===== config.mk =====
export PLATFORM = sky130hd
export DESIGN_NAME = pattern_tx_flat
export DESIGN_NICKNAME = d
export VERILOG_FILES = /design/src/rtl/pattern_tx_if.sv /design/src/rtl/pattern_tx.sv /design/src/flat_wrapper.sv
export SDC_FILE = /design/constraint.sdc
export NUM_CORES = 1
export LEC_CHECK = 0
export ABC_AREA = 1
export ABC_CLOCK_PERIOD_IN_PS = 1750
export CAP_MARGIN = 40
export CORE_ASPECT_RATIO = 1.25
export CORE_MARGIN = 4
export CORE_UTILIZATION = 55
export DETAILED_ROUTE_END_ITERATION = 7
export GPL_TIMING_DRIVEN = 0
export HOLD_SLACK_MARGIN = 0.12
export PLACE_DENSITY = 0.79
export SLEW_MARGIN = 0
export SYNTH_ARGS = -nofsm -noshare
export SYNTH_HDL_FRONTEND = slang
export SYNTH_SLANG_ARGS = --single-unit
export TNS_END_PERCENT = 50

===== constraint.sdc =====
create_clock -name clk -period 1.75 [get_ports clk]
set_input_delay 0.4375 -clock clk [delete_from_list [all_inputs] [get_ports clk]]
set_output_delay 0.4375 -clock clk [all_outputs]
set_load 0.005 [all_outputs]

===== src/rtl/pattern_tx_if.sv =====
// Handshake and serial-output bundle for the 1101-preamble frame transmitter.
// The master side supplies words; the slave side (the transmitter) drives the link.
interface pattern_tx_if #(
  parameter int DATA_WIDTH = 8
);
  logic                  in_valid;
  logic [DATA_WIDTH-1:0] data_in;
  logic                  in_ready;
  logic                  serial_out;
  logic                  busy;
  logic                  tx_done;

  modport master (
    output in_valid, data_in,
    input  in_ready, serial_out, busy, tx_done
  );

  modport slave (
    input  in_valid, data_in,
    output in_ready, serial_out, busy, tx_done
  );
endinterface


===== src/rtl/pattern_tx.sv =====
// Serial frame transmitter: preamble, then the payload MSB-first. Optional bit
// stuffing stops the preamble pattern from appearing inside the payload.
module pattern_tx #(
  parameter int         DATA_WIDTH = 8,
  parameter logic [3:0] PREAMBLE   = 4'b1101,
  parameter bit         STUFF_EN   = 1'b1
) (
  input  logic         clk,
  input  logic         rst,
  pattern_tx_if.slave  bus
);
  localparam int CW = $clog2(DATA_WIDTH + 1);
  localparam logic [CW-1:0] LAST_CNT = CW'(DATA_WIDTH);

  typedef enum logic [1:0] {IDLE, PRE, DATA, STUFF} state_t;

  state_t                state_reg,   state_next;
  logic [DATA_WIDTH-1:0] shift_reg,   shift_next;
  logic [CW-1:0]         bit_cnt_reg, bit_cnt_next;
  logic [1:0]            pre_cnt_reg, pre_cnt_next;
  logic [2:0]            hist_reg,    hist_next;
  logic                  serial_reg,  serial_next;
  logic                  done_reg,    done_next;
  logic                  emit;
  logic                  pre_bit;

  always_ff @(posedge clk or posedge rst) begin
    if (rst) begin
      state_reg   <= IDLE;
      shift_reg   <= '0;
      bit_cnt_reg <= '0;
      pre_cnt_reg <= '0;
      hist_reg    <= '0;
      serial_reg  <= 1'b0;
      done_reg    <= 1'b0;
    end else begin
      state_reg   <= state_next;
      shift_reg   <= shift_next;
      bit_cnt_reg <= bit_cnt_next;
      pre_cnt_reg <= pre_cnt_next;
      hist_reg    <= hist_next;
      serial_reg  <= serial_next;
      done_reg    <= done_next;
    end
  end

  // serial_reg always holds the bit currently on the line; hist_reg tracks the
  // last three bits put there, so each edge decides the bit for the next cycle.
  always_comb begin
    state_next   = state_reg;
    shift_next   = shift_reg;
    bit_cnt_next = bit_cnt_reg;
    pre_cnt_next = pre_cnt_reg;
    hist_next    = hist_reg;
    serial_next  = 1'b0;
    done_next    = 1'b0;
    emit         = 1'b0;
    pre_bit      = PREAMBLE[2'd2 - pre_cnt_reg];

    case (state_reg)
      IDLE: begin
        hist_next = '0;
        if (bus.in_valid) begin
          state_next   = PRE;
          shift_next   = bus.data_in;
          bit_cnt_next = '0;
          pre_cnt_next = '0;
          serial_next  = PREAMBLE[3];
          hist_next    = {2'b00, PREAMBLE[3]};
        end
      end
      PRE: begin
        if (pre_cnt_reg == 2'd3) begin
          emit = 1'b1;
        end else begin
          pre_cnt_next = pre_cnt_reg + 2'd1;
          serial_next  = pre_bit;
          hist_next    = {hist_reg[1:0], pre_bit};
        end
      end
      DATA: begin
        if (bit_cnt_reg == LAST_CNT) begin
          state_next = IDLE;
          done_next  = 1'b1;
          hist_next  = '0;
        end else begin
          emit = 1'b1;
        end
      end
      STUFF: emit = 1'b1;
      default: state_next = IDLE;
    endcase

    // A stuff bit leaves the pending payload bit in place and resets hist to x00,
    // so it can never be followed directly by another stuff bit.
    if (emit) begin
      if (STUFF_EN && hist_reg == 3'b110 && shift_reg[DATA_WIDTH-1]) begin
        state_next  = STUFF;
        serial_next = 1'b0;
        hist_next   = {hist_reg[1:0], 1'b0};
      end else begin
        state_next   = DATA;
        serial_next  = shift_reg[DATA_WIDTH-1];
        shift_next   = shift_reg << 1;
        bit_cnt_next = bit_cnt_reg + CW'(1);
        hist_next    = {hist_reg[1:0], shift_reg[DATA_WIDTH-1]};
      end
    end
  end

  assign bus.in_ready   = (state_reg == IDLE);
  assign bus.busy       = (state_reg != IDLE);
  assign bus.serial_out = serial_reg;
  assign bus.tx_done    = done_reg;
endmodule


===== src/flat_wrapper.sv =====
// flat-port wrapper written by rule: the top's interface ports become plain ports
module pattern_tx_flat 
#(
  parameter int         DATA_WIDTH = 8,
  parameter logic [3:0] PREAMBLE   = 4'b1101,
  parameter bit         STUFF_EN   = 1'b1
)
  (clk, rst, bus_in_valid, bus_data_in, bus_in_ready, bus_serial_out, bus_busy, bus_tx_done);
  pattern_tx_if #(.DATA_WIDTH(DATA_WIDTH)) bus_i ();
  input  logic clk;
  input  logic rst;
  input wire logic [$bits(bus_i.in_valid)-1:0] bus_in_valid;
  input wire logic [$bits(bus_i.data_in)-1:0] bus_data_in;
  output wire logic [$bits(bus_i.in_ready)-1:0] bus_in_ready;
  output wire logic [$bits(bus_i.serial_out)-1:0] bus_serial_out;
  output wire logic [$bits(bus_i.busy)-1:0] bus_busy;
  output wire logic [$bits(bus_i.tx_done)-1:0] bus_tx_done;
  assign bus_i.in_valid = bus_in_valid;
  assign bus_i.data_in = bus_data_in;
  assign bus_in_ready = bus_i.in_ready;
  assign bus_serial_out = bus_i.serial_out;
  assign bus_busy = bus_i.busy;
  assign bus_tx_done = bus_i.tx_done;
  pattern_tx #(.DATA_WIDTH(DATA_WIDTH), .PREAMBLE(PREAMBLE), .STUFF_EN(STUFF_EN)) u_core (.clk(clk), .rst(rst), .bus(bus_i));
endmodule

Word level (Yosys, flattened, before mapping):

Cells that the tools add are included.

* output and inout bits: 4
* input bits: 11
* register bits: 21
* logic and storage cells: 65

* $add $sub $neg: 3
* eq/ne operators: 11
* reductions and logical operators: 9
* magnitude comparators: 1
* muxes and demuxes: 34

Operator list (number)
* 2-to-1 mux 8 bit: 4
* 2-to-1 mux 4 bit: 4
* 2-to-1 mux 1 bit: 12
* 2-to-1 mux 2 bit: 5
* 2-to-1 mux 3 bit: 3
* one-hot mux 3 bit (3 select lines): 1
* AND reduction 3 bit: 3
* one-hot mux 2 bit (2 select lines): 2
* == test 2 bit, second input constant: 3
* != test 3 x 2 -> 1 bit, second input constant: 2
* adder 4 x 1 -> 4 bit, second input constant: 1
* == test 4 bit, second input constant: 1
* != test 2 bit, second input constant: 2
* nonzero test 2 bit: 2
* nonzero test 4 bit: 1
* == test 3 bit, second input constant: 1
* less-than comparator 2 x 3 -> 1 bit, second input constant: 1
* != test 3 x 1 -> 1 bit, second input constant: 1
* one-hot mux 1 bit (3 select lines): 1
* nonzero test 3 bit: 1
* adder 2 x 1 -> 2 bit, second input constant: 1
* binary-select mux 1 bit (select 2 bit): 1
* == test 2 x 1 -> 1 bit, second input constant: 1
* zero test 2 bit: 1
* other kinds (3): 3

Depth between registers and ports, before layout:

Gate-level depths: netlist of run 1.

* depth in word-level cells: 6
* gate-level depth with buffers: 11
* gate-level depth less buffers: 11

Worst setup path after synthesis of run 1:

No wires, ideal clock.

* kind: reg2reg
* start point: register u_core.state_reg[0]
* end point: register u_core.shift_reg[5]
* slack: 0.180 ns
* arrival: 1.449 ns
* buffers on the path: 1
* cell stages (with the launch flop): 7
* data required time: 1.628 ns
* period minus slack after synthesis: 1.570 ns
* setup time: 0.122 ns
* cell sequence: dfrtp_1 -> inv_1 -> ha_1 -> nand2_1 -> buf_2 -> mux2i_1 -> o21ai_2

* word-level cells in the longest chain between the ends: 4
* elaborated cells between the ends (all ways): 8
* classes of those cells: eq/ne (3); mux (4); reduce/logical (1)

RTL lines
* start, declared: RTL line pattern_tx.sv:17 `state_t state_reg, state_next;`
* start signal, assigned: RTL line pattern_tx.sv:37 `state_reg <= state_next;`
* zero test 2 bit *
* net bus_in_ready: RTL line flat_wrapper.sv:14 `output wire logic [$bits(bus_i.in_ready)-1:0] bus_in_ready;`
* 2-to-1 mux 8 bit *: RTL line pattern_tx.sv:60 `case (state_reg)`
* 2-to-1 mux 8 bit: RTL line pattern_tx.sv:97 `if (STUFF_EN && hist_reg == 3'b110 && shift_reg[DATA_WIDTH-1]) begin`
* 2-to-1 mux 8 bit *: RTL line pattern_tx.sv:96 `if (emit) begin`
* net u_core.shift_next[5]: RTL line pattern_tx.sv:18 `logic [DATA_WIDTH-1:0] shift_reg, shift_next;`
* end signal, assigned: RTL line pattern_tx.sv:38 `shift_reg <= shift_next;`
* end, declared: RTL line pattern_tx.sv:18

The timed path passes the listed nets; every way through them passes the cells marked *.
A chain may end at the register's enable or synchronous reset.

Worst setup path in the final report of run 1:

* start point: register u_core.state_reg[0]
* end point: output bus_busy

* word-level cells in the longest chain between the ends: 1

RTL lines
* nonzero test 2 bit: RTL line pattern_tx.sv:112 `assign bus.busy = (state_reg != IDLE);`
* end, declared: RTL line flat_wrapper.sv:16 `output wire logic [$bits(bus_i.busy)-1:0] bus_busy;`

No other way between the ends.

==> results of run 1 <==
==> per-layer routing <==
metal | vias up | GRT usage [%] | wire [µm]
met5 | - | 0 | 0
met4 | 0 | 9.508 | 67
met3 | 8 | 3.349 | 110
met2 | 28 | 30.89 | 1383
met1 | 509 | 18.31 | 988
li1 | 533 | - | -
==> layout make-up <==
class,count,share of cell area (%)
multi-input combinational,110,43.89
inverter,19,4.937
sequential,21,32.92
timing repair buffer,20,11.60
buffer,3,2.508
tap,31,2.429
clock inverter,1,0.3135
clock buffer,3,1.411
==> report_power, final <==
part           internal (W)  switching, W
Sequential         0.000692      0.000147
Clock             0.0000852      0.000154
Combinational      0.000879       0.00112
==> through the flow <==
step / setup WS, ns / instance area (µm²)
after floorplan: 0.1798 / 1294
after global placement: -0.2648 / 1473
after detailed placement: -0.3219 / 1473
after CTS: 0.05278 / 1548
after global routing: -0.02109 / 1597
final: 0.01931 / 1597
==> cells in the mapped netlist (all sizes together) <==
library cell and number:
nand2 53, dfrtp 21, inv 19, o21ai 15
nand3 12, ha 8, mux2i 7, nor2 6
a21oi 4, buf 3, xor2 2, nor3 1
o21a 1, o22ai 1
==> cell usage in the layout, fill, tap and decap left out <==
cell / netlist / routed
a21oi_1: 4 / 3
a21oi_2: 0 / 1
buf_12: 1 / 1
buf_2: 2 / 1
buf_4: 0 / 6
buf_6: 0 / 1
buf_8: 0 / 1
clkbuf_4: 0 / 3
clkdlybuf4s50_1: 0 / 12
clkinv_2: 0 / 1
dfrtp_1: 21 / 21
dlygate4sd2_1: 0 / 1
ha_1: 8 / 6
ha_4: 0 / 2
inv_1: 16 / 13
inv_2: 2 / 4
inv_4: 0 / 1
inv_6: 1 / 1
mux2i_1: 7 / 7
nand2_1: 46 / 44
nand2_2: 4 / 6
nand2_4: 3 / 3
nand3_1: 10 / 10
nand3_2: 1 / 1
nand3_4: 1 / 1
nor2_1: 5 / 5
nor2_4: 0 / 1
nor3_1: 1 / 1
o21a_1: 1 / 1
o21ai_0: 8 / 8
o21ai_2: 7 / 7
o22ai_1: 1 / 1
xor2_1: 2 / 2
==> kinds of logic (layout without fill, tap and decap cells) <==
logic type,count (synthesis),in the layout,share of synthesized area [%]
adder cells (fa/ha/maj),8,8,7.737
XOR/XNOR,2,2,1.354
flip-flops,21,21,40.62
AND/OR/NAND/NOR,72,72,26.21
buffers and inverters,22,46,8.221
AO/OA/AOI/OAI,21,21,10.45
multiplexers,7,7,5.416
==> critical path: cells and delay by family, from the launching register on <==
family	cells	cell delay, ns
adders and majority gates	1	0.17
DFF	1	0.43
buffers and inverters	4	0.39
==> how the worst max path moves through the flow <==
| stage | startpoint | end | slack [ns] | cells past startpoint |
|---|---|---|---|---|
| floorplan | u_core.state_reg[0] | u_core.shift_reg[5] | 0.18 | 6 |
| detailed placement | u_core.state_reg[0] | bus_busy | -0.32 | 5 |
| CTS | u_core.state_reg[0] | u_core.shift_reg[6] | 0.05 | 11 |
| global route | u_core.state_reg[0] | bus_busy | -0.02 | 5 |
| global placement | u_core.state_reg[0] | bus_busy | -0.26 | 5 |
| finish | u_core.state_reg[0] | bus_busy | 0.02 | 5 |
==> repair_timing <==
| item | CTS | global route |
|---|---|---|
| resized for setup | 14 | 7 |
| buffers inserted | 4 | 2 |
| pin swaps | 1 | 2 |
| setup endpoints to repair | 8 | 16 |
==> flow_metrics.py, run 1 <==
metrics = {
    "outcome": {
        "outcome": "complete, no violations",
    },
    "synthesis": {
        "synth_seq_cells": 21,
        "ys_warn_count": 0,
        "yosysSeqAreaShare_pct": 40.62,
        "ys_types": 23,
        "synth_nets": 172,
        "syn-mean-instance-area_um2": 8.456,
        "netlist_area_mm2": 0.001294,
        "yosys-top-cells-area": "dfrtp_1 (41%), nand2_1 (13%), ha_1 (7.7%)",
        "synth_top_area_share_pct": 40.62,
        "synth.largest_area_cell": "dfrtp_1",
        "syn_inst": 153,
    },
    "clocking": {
        "cts_buffers": 3,
        "cts_sinks": 21,
        "cts-hold-fix-buffers": 0,
        "cts_tree": "done",
        "cts-root-buf": "clkbuf_4",
        "ctsHtreeMaxLevel": 1,
        "clk_latency_ns": 0.31,
        "path_clk_slew_ns": 0.13,
        "clockBufferDepth": 2,
    },
    "setup_path": {
        "ff2ff_path_depth": 9,
        "worstSetupPathType": "reg2out",
        "slowest_delay_ns": 0.43,
        "timing.rr.start": "u_core.state_reg[0]",
        "r2r-end": "u_core.bit_cnt_reg[0]",
        "cp_data_arrival_time_ns": 1.29,
        "crit_chain": "inv_2 -> ha_4 -> inv_4 -> buf_8 -> buf_6",
        "crit_fanout": 10,
        "start_kind": "flop",
        "cp-end-kind": "output pin",
        "r2r_slack_ns": 0.10,
        "crit_required_ns": 1.31,
        "cp_slowest_cell": "dfrtp_1",
    },
    "global_route": {
        "grt_pass1_wl_um": 4347,
        "overflow": 0,
        "grt_max_degree": 22,
        "antenna_found_initial": 0,
        "grt_pass1_vias": 1081,
        "track_usage_pct": 17.32,
    },
    "finish": {
        "multi_input_area_um2": 700.7,
        "drive_gt1_share_pct": 23.73,
        "num-fill-cells": 183,
        "final_util_pct": 71.44,
        "layout.nets": 197,
        "stdcell_count": 208,
        "area_growth_syn_to_layout_pct": 23.40,
        "largest_reg_flops": 8,
        "sequential_cell_area_um2": 525.5,
        "diodes": 0,
    },
    "flow_run": {
        "maxCapViolations": 0,
    },
    "floorplanning": {
        "core-area_mm2": 0.002235,
        "start_util_pct": 57.89,
        "die_y_um": 62.23,
        "rows": 19,
        "die_x_um": 51.38,
        "dieArea_mm2": 0.003197,
        "pin_count": 15,
    },
    "detailed_routing": {
        "detail-route-antenna-nets": 0,
        "vias": 1078,
        "dr.pass1.iters": 4,
        "finalWirelength_um": 2549,
        "drc": 0,
        "avgViaCountPerCell": 5.183,
        "drtIter0Drc": 25,
        "wl_per_cell_um": 12.25,
    },
    "placed_design": {
        "gp_congestion": 0.8410,
        "dp_hpwl_um": 1839,
        "placed_cells": 198,
        "io_buffers": 14,
    },
    "hold_path": {
        "hold_path_depth": 2,
        "holdCritStartpoint": "u_core.hist_reg[2]",
        "whs_endpoint": "u_core.hist_reg[2]",
        "hp-class": "reg2reg",
    },
    "timing": {
        "hold_viol_final": 0,
        "timing.final.crit_period_ns": 1.731,
        "worst_pin_slew_ns": 0.8192,
        "rsz0062_at_grt": "yes",
        "slew_viol_final": 0,
        "setup_viol_count_final": 0,
        "max-slew-margin-rel_pct": 45.33,
        "fin_skew_ns": 0.007319,
        "timing.setup.tns_ns": 0,
        "hold_slack_ns": 0.4957,
        "max_freq_ghz": 0.5778,
        "finalCritPeriodShare_pct": 98.90,
    },
    "power_and_ir_drop": {
        "post-layout-total-power_w": 0.003075,
        "vdd_ir_drop_max_v": 0.001290,
        "power.density_mw_per_mm2": 1926,
        "p_leak_nw": 0.8394,
    },
}
Note: power is estimated with default switching activity, not from simulation.
==> run 2, diff against run 1 <==
Settings changed: CORE_UTILIZATION 55 to 50, CTS_CLUSTER_DIAMETER from default to 40, PLACE_DENSITY 0.79 to 0.72, TNS_END_PERCENT 50 to default.
==> flow_metrics.py, run 2 (same netlist as run 1, synthesis figures left out) <==
metrics = {
    "power_and_ir_drop": {
        "power.density_mw_per_mm2": 1944,
        "seqPwrFrac_pct": 26.8,
        "p_clk_share_pct": 7.5,
        "p_int_w": 0.001723,
        "p_sw_w": 0.001424,
        "sw_frac_of_total_pct": 45.25,
        "vdd_ir_drop_max_v": 0.001262,
        "p_comb_share_pct": 65.7,
        "p_leak_nw": 0.8517,
    },
    "floorplanning": {
        "pin_count": 15,
        "die_x_um": 53.50,
        "die_y_um": 64.87,
        "start_util_pct": 52.76,
        "core-area_mm2": 0.002452,
        "rows": 20,
        "dieArea_mm2": 0.003470,
    },
    "hold_path": {
        "hp-class": "reg2reg",
    },
    "global_route": {
        "groute.layer.met3.usage_pct": 3.218,
        "antenna_found_initial": 0,
        "grt-busiest-layer": "met2",
        "grt_pass1_wl_um": 4519,
        "gr-usage-met2_pct": 30.06,
        "use_met1_pct": 20.41,
        "overflow": 0,
        "grt_max_degree": 22,
        "grt_pass1_vias": 1057,
        "track_usage_pct": 17.28,
    },
    "detailed_routing": {
        "drc": 0,
        "avgViaCountPerCell": 5.000,
        "detail-route-antenna-nets": 0,
        "dr.pass1.iters": 6,
        "vias": 1065,
        "wl_per_cell_um": 12.36,
        "finalWirelength_um": 2632,
        "drtIter0Drc": 12,
    },
    "placed_design": {
        "io_buffers": 14,
        "gp_congestion": 0.8312,
        "dp_hpwl_um": 1872,
        "placed_cells": 200,
        "pre_cts_slack_ns": -0.2924,
    },
    "timing": {
        "fin_skew_ns": 0.0009634,
        "setup_slack_ns": 0.05313,
        "slew_viol_final": 0,
        "hold_viol_final": 0,
        "worst_pin_slew_ns": 0.8186,
        "max_freq_ghz": 0.5893,
        "finalCritPeriodShare_pct": 96.96,
        "timing.final.crit_period_ns": 1.697,
        "timing.setup.tns_ns": 0,
        "setup_viol_count_final": 0,
        "max-slew-margin-rel_pct": 45.37,
    },
    "finish": {
        "num-fill-cells": 241,
        "mostFrequentLayoutCell": "nand2_1",
        "layout.nets": 200,
        "area_growth_syn_to_layout_pct": 25.14,
        "drive_gt1_share_pct": 23.89,
        "largest_reg_flops": 8,
        "sequential_cell_area_um2": 525.5,
        "diodes": 0,
        "stdcell_count": 213,
        "multi_input_area_um2": 696.9,
        "final_cell_mix": "nand2_1 (44), dfrtp_1 (21), inv_1 (13)",
    },
    "setup_path": {
        "critical_path.most_common_cell": "nand2_2",
        "crit_fanout": 10,
        "cp_data_arrival_time_ns": 1.90,
        "cp_slowest_cell": "dfrtp_1",
        "crit_required_ns": 1.95,
        "start_kind": "flop",
        "cp-end-kind": "flop",
        "slowest_delay_ns": 0.42,
        "crit_chain": "buf_4 -> ha_4 -> nand2_2 -> inv_2 -> nor2_4 -> nand2_4 -> nand3_4 -> inv_6 -> buf_12 -> nand2_2 -> o21ai_2",
        "worstSetupPathType": "reg2reg",
    },
    "clocking": {
        "clk_latency_ns": 0.30,
        "path_clk_slew_ns": 0.12,
        "cts_buffers": 3,
        "cts-root-buf": "clkbuf_4",
        "cts-hold-fix-buffers": 0,
        "cts_tree": "done",
        "cts_sinks": 21,
        "ctsHtreeMaxLevel": 1,
        "clockBufferDepth": 2,
    },
    "outcome": {
        "outcome": "complete, no violations",
    },
    "flow_run": {
        "maxCapViolations": 0,
    },
}
-- run 2: worst paths after layout --
check | startpoint | end | slack (ns) | depth (start not counted)
worst min-delay path | u_core.shift_reg[6] | u_core.shift_reg[7] | 0.50 | 2
min in group asynchronous | rst | u_core.pre_cnt_reg[0] | 0.58 | 2
worst min register to register | u_core.shift_reg[6] | u_core.shift_reg[7] | 0.50 | 2
worst max register to register | u_core.state_reg[0] | u_core.shift_reg[6] | 0.05 | 11
max in group asynchronous | rst | u_core.hist_reg[2] | 0.66 | 2
worst max-delay path | u_core.state_reg[0] | u_core.shift_reg[6] | 0.05 | 11
-- run 2: metrics by stage --
stage | instance area, µm² | hold slack (ns) | power [W] | util (%)
floorplan | 1294 | 0.4140 | 0.002174 | -
global placement | 1475 | 0.4721 | 0.002498 | 60.15
detailed placement | 1475 | 0.4779 | 0.002563 | 60.15
CTS | 1549 | 0.5041 | 0.002922 | 63.16
global route | 1619 | 0.5314 | 0.003429 | 66.02
finish | 1619 | 0.4998 | 0.003147 | 66.02
-- run 2: what timing repair did --
item,CTS,global route
setup endpoints to repair,5,16
endpoints found under the hold margin,0,0
resized for setup,14,4
buffers inserted,4,5
pin swaps,1,4
-- run 2: critical path: cells and delay by family, from the launching register on --
family          cells  cell delay [ns]
buf+inv             4             0.43
fa+ha+maj           1             0.18
compound gates      1             0.04
simple gates        5             0.53
flops               1             0.42
-- run 2: layer usage --
layer	part of all wire, %	routed length, µm
met5	0	0
met4	0.57	15
met3	2.9	77
met2	53	1382
met1	44	1157
-- run 2: layout make-up --
cell class | instances | area share [%]
Sequential cell | 21 | 32.46
Buffer | 3 | 2.241
Timing Repair Buffer | 23 | 13.21
Multi-Input combinational cell | 110 | 43.04
Clock buffer | 4 | 1.623
Tap cell | 33 | 2.550
Inverter | 19 | 4.869
-- run 2: power groups by stage --
| stage | Sequential [W] | Combinational (W) | Clock (W) |
|---|---|---|---|
| finish | 0.000844 | 0.00207 | 0.000236 |
| detailed placement | 0.000862 | 0.00170 | 0 |
| CTS | 0.000840 | 0.00184 | 0.000238 |
| global placement | 0.000849 | 0.00165 | 0 |
| global route | 0.000869 | 0.00230 | 0.000257 |
| floorplan | 0.000826 | 0.00135 | 0 |
==> run 3, diff against run 2 <==
Settings changed: ABC_AREA 1 to default, GPL_ROUTABILITY_DRIVEN from default to 1, PLACE_DENSITY 0.72 to 0.73.
==> flow_metrics.py, run 3 <==
metrics = {
    "outcome": {
        "outcome": "complete, but fails checks",
        "violations": "negative setup slack",
    },
    "setup_path": {
        "slowest_delay_ns": 0.41,
        "cp_slowest_cell": "dfrtp_1",
        "start_kind": "flop",
        "cp_data_arrival_time_ns": 1.98,
        "crit_fanout": 6,
        "worstSetupPathType": "reg2reg",
        "crit_required_ns": 1.95,
        "crit_chain": "inv_2 -> ha_4 -> buf_6 -> buf_12 -> nand2_8 -> buf_8 -> mux2_4 -> mux2_4",
        "cp-end-kind": "flop",
        "critical_path.most_common_cell": "mux2_4",
    },
    "clocking": {
        "ctsHtreeMaxLevel": 1,
        "cts-root-buf": "clkbuf_4",
        "cts_tree": "done",
        "cts-hold-fix-buffers": 0,
        "clockBufferDepth": 2,
        "path_clk_slew_ns": 0.12,
        "cts_sinks": 21,
        "clk_latency_ns": 0.30,
        "cts_buffers": 3,
    },
    "finish": {
        "num-fill-cells": 161,
        "layout.nets": 168,
        "drive_gt1_share_pct": 46.62,
        "diodes": 0,
        "final_cell_mix": "dfrtp_1 (21), buf_4 (16), clkdlybuf4s50_1 (12)",
        "largest_reg_flops": 8,
        "mostFrequentLayoutCell": "dfrtp_1",
        "area_growth_syn_to_layout_pct": 43.63,
    },
    "floorplanning": {
        "rows": 20,
        "core-area_mm2": 0.002427,
        "start_util_pct": 52.58,
        "pin_count": 15,
        "die_x_um": 53.19,
        "dieArea_mm2": 0.003430,
        "die_y_um": 64.49,
    },
    "synthesis": {
        "synth_nets": 130,
        "ys_types": 37,
        "ys.flop_type": "dfrtp_1",
        "synth.largest_area_cell": "dfrtp_1",
        "ys_top_cells_by_count": "dfrtp_1 (21), mux2_2 (16), inv_1 (11), ha_1 (8), mux2i_1 (8)",
        "synthArstFlopShare_pct": 100.0,
        "syn-mean-instance-area_um2": 11.50,
        "yosys-top-cells-area": "dfrtp_1 (41%), mux2_2 (14%), ha_1 (7.8%)",
        "ys_warn_count": 0,
        "netlist_area_mm2": 0.001276,
        "yosysMostFrequentCell": "dfrtp_1",
        "syn_inst": 111,
        "synth_top_area_share_pct": 41.18,
        "synth_seq_cells": 21,
        "yosysSeqAreaShare_pct": 41.18,
        "synth_edf_count": 0,
    },
    "global_route": {
        "overflow": 0,
        "antenna_found_initial": 0,
        "grt_pass1_vias": 1055,
        "grt_pass1_wl_um": 4643,
        "track_usage_pct": 18.07,
        "grt_max_degree": 14,
    },
    "timing": {
        "setup_slack_ns": -0.02608,
        "timing.setup.tns_ns": -0.06824,
        "max_freq_ghz": 0.5630,
        "finalCritPeriodShare_pct": 101.5,
        "setup_viol_count_final": 5,
        "slew_viol_final": 0,
        "worst_pin_slew_ns": 0.3633,
        "rsz0062_at_grt": "yes",
        "hold_viol_final": 0,
        "max-slew-margin-rel_pct": 75.75,
        "hold_slack_ns": 0.3828,
        "fin_skew_ns": 0.003402,
        "timing.final.crit_period_ns": 1.776,
    },
    "placed_design": {
        "io_buffers": 14,
        "pre_cts_slack_ns": -0.2268,
        "gp_congestion": 0.7666,
        "dp_hpwl_um": 1746,
    },
    "power_and_ir_drop": {
        "p_leak_nw": 0.8784,
        "vdd_ir_drop_max_v": 0.001044,
        "power.density_mw_per_mm2": 1936,
    },
    "detailed_routing": {
        "drtIter0Drc": 11,
        "avgViaCountPerCell": 5.365,
        "dr.pass1.iters": 4,
        "wl_per_cell_um": 16.23,
        "detail-route-antenna-nets": 0,
        "finalWirelength_um": 2938,
        "vias": 971,
        "drc": 0,
    },
    "flow_run": {
        "maxCapViolations": 0,
    },
    "hold_path": {
        "hp-class": "in2async",
    },
}
run 3: cell types whose count changed after synthesis, sizes merged, moves of 3 or more:
cell    before  now
nor2         6    0
inv         19   11
nand3       12    3
o21ai       15    3
nand2       53    8
nand2b       0    3
mux2         0   17
run 3: path summary, 6_finish.rpt:
kind	start	endpoint	slack, ns	depth (start not counted)
setup / recovery	u_core.state_reg[1]	u_core.shift_reg[6]	-0.03	8
hold / removal	rst	u_core.shift_reg[0]	0.38	2
setup reg to reg	u_core.state_reg[1]	u_core.shift_reg[6]	-0.03	8
hold reg to reg	u_core.bit_cnt_reg[3]	u_core.bit_cnt_reg[3]	0.51	1
max in group asynchronous	rst	u_core.shift_reg[6]	0.96	3
min in group clk	u_core.bit_cnt_reg[3]	u_core.bit_cnt_reg[3]	0.51	1
run 3: per-layer routing:
| metal | global-route usage [%] | wire, µm | up-vias |
|---|---|---|---|
| li1 | - | - | 470 |
| met1 | 20.03 | 1234 | 483 |
| met5 | 0 | 0 | - |
| met2 | 33.39 | 1601 | 16 |
| met3 | 3.908 | 89 | 2 |
| met4 | 5.112 | 12 | 0 |
run 3: critical path, delay by kind of cell (launching register included):
family | cells | cell delay, ns
flip-flops | 1 | 0.41
AND/OR/NAND/NOR | 1 | 0.06
multiplexers | 2 | 0.55
adder cells (fa/ha/maj) | 1 | 0.15
buffers and inverters | 4 | 0.49
run 3: cell type report:
cell class	count	area, µm²	area share, %
clock buffer	3	22.52	1.229
sequential	21	525.5	28.67
multi-input combinational	75	832.0	45.39
tap	33	41.29	2.253
clock inverter	1	5.005	0.2730
timing repair buffer	34	325.3	17.75
buffer	3	37.54	2.048
inverter	11	43.79	2.389
run 3: kinds of logic (layout without fill, tap and decap cells):
family | Yosys count | in the layout | share of synthesized area [%]
multiplexers | 25 | 25 | 21.57
buffers and inverters | 15 | 52 | 5.686
AO/OA/AOI/OAI | 17 | 17 | 10.98
adder cells (fa/ha/maj) | 8 | 8 | 7.843
AND/OR/NAND/NOR | 25 | 25 | 12.75
flip-flops | 21 | 21 | 41.18
run 3: stage by stage:
step	power (W)	area, µm²	std cells	util [%]
2_1_floorplan	0.002090	1285	111	-
3_3_place_gp	0.002367	1466	158	60.41
3_5_place_dp	0.002436	1481	159	61.03
4_1_cts	0.003153	1708	175	70.36
5_1_grt	0.003787	1833	181	75.52
6_report	0.003549	1833	181	75.52
run 3: power by group:
group,total (W),internal [W],switching (W)
Clock,0.000239,0.0000852,0.000154
Sequential,0.000833,0.000691,0.000143
Combinational,0.00248,0.00144,0.00104
run 3: timing repair:
action	CTS	global route
setup endpoints to repair	16	15
gates cloned	0	2
resized for setup	26	19
setup buffers	12	5
pin swaps	3	6
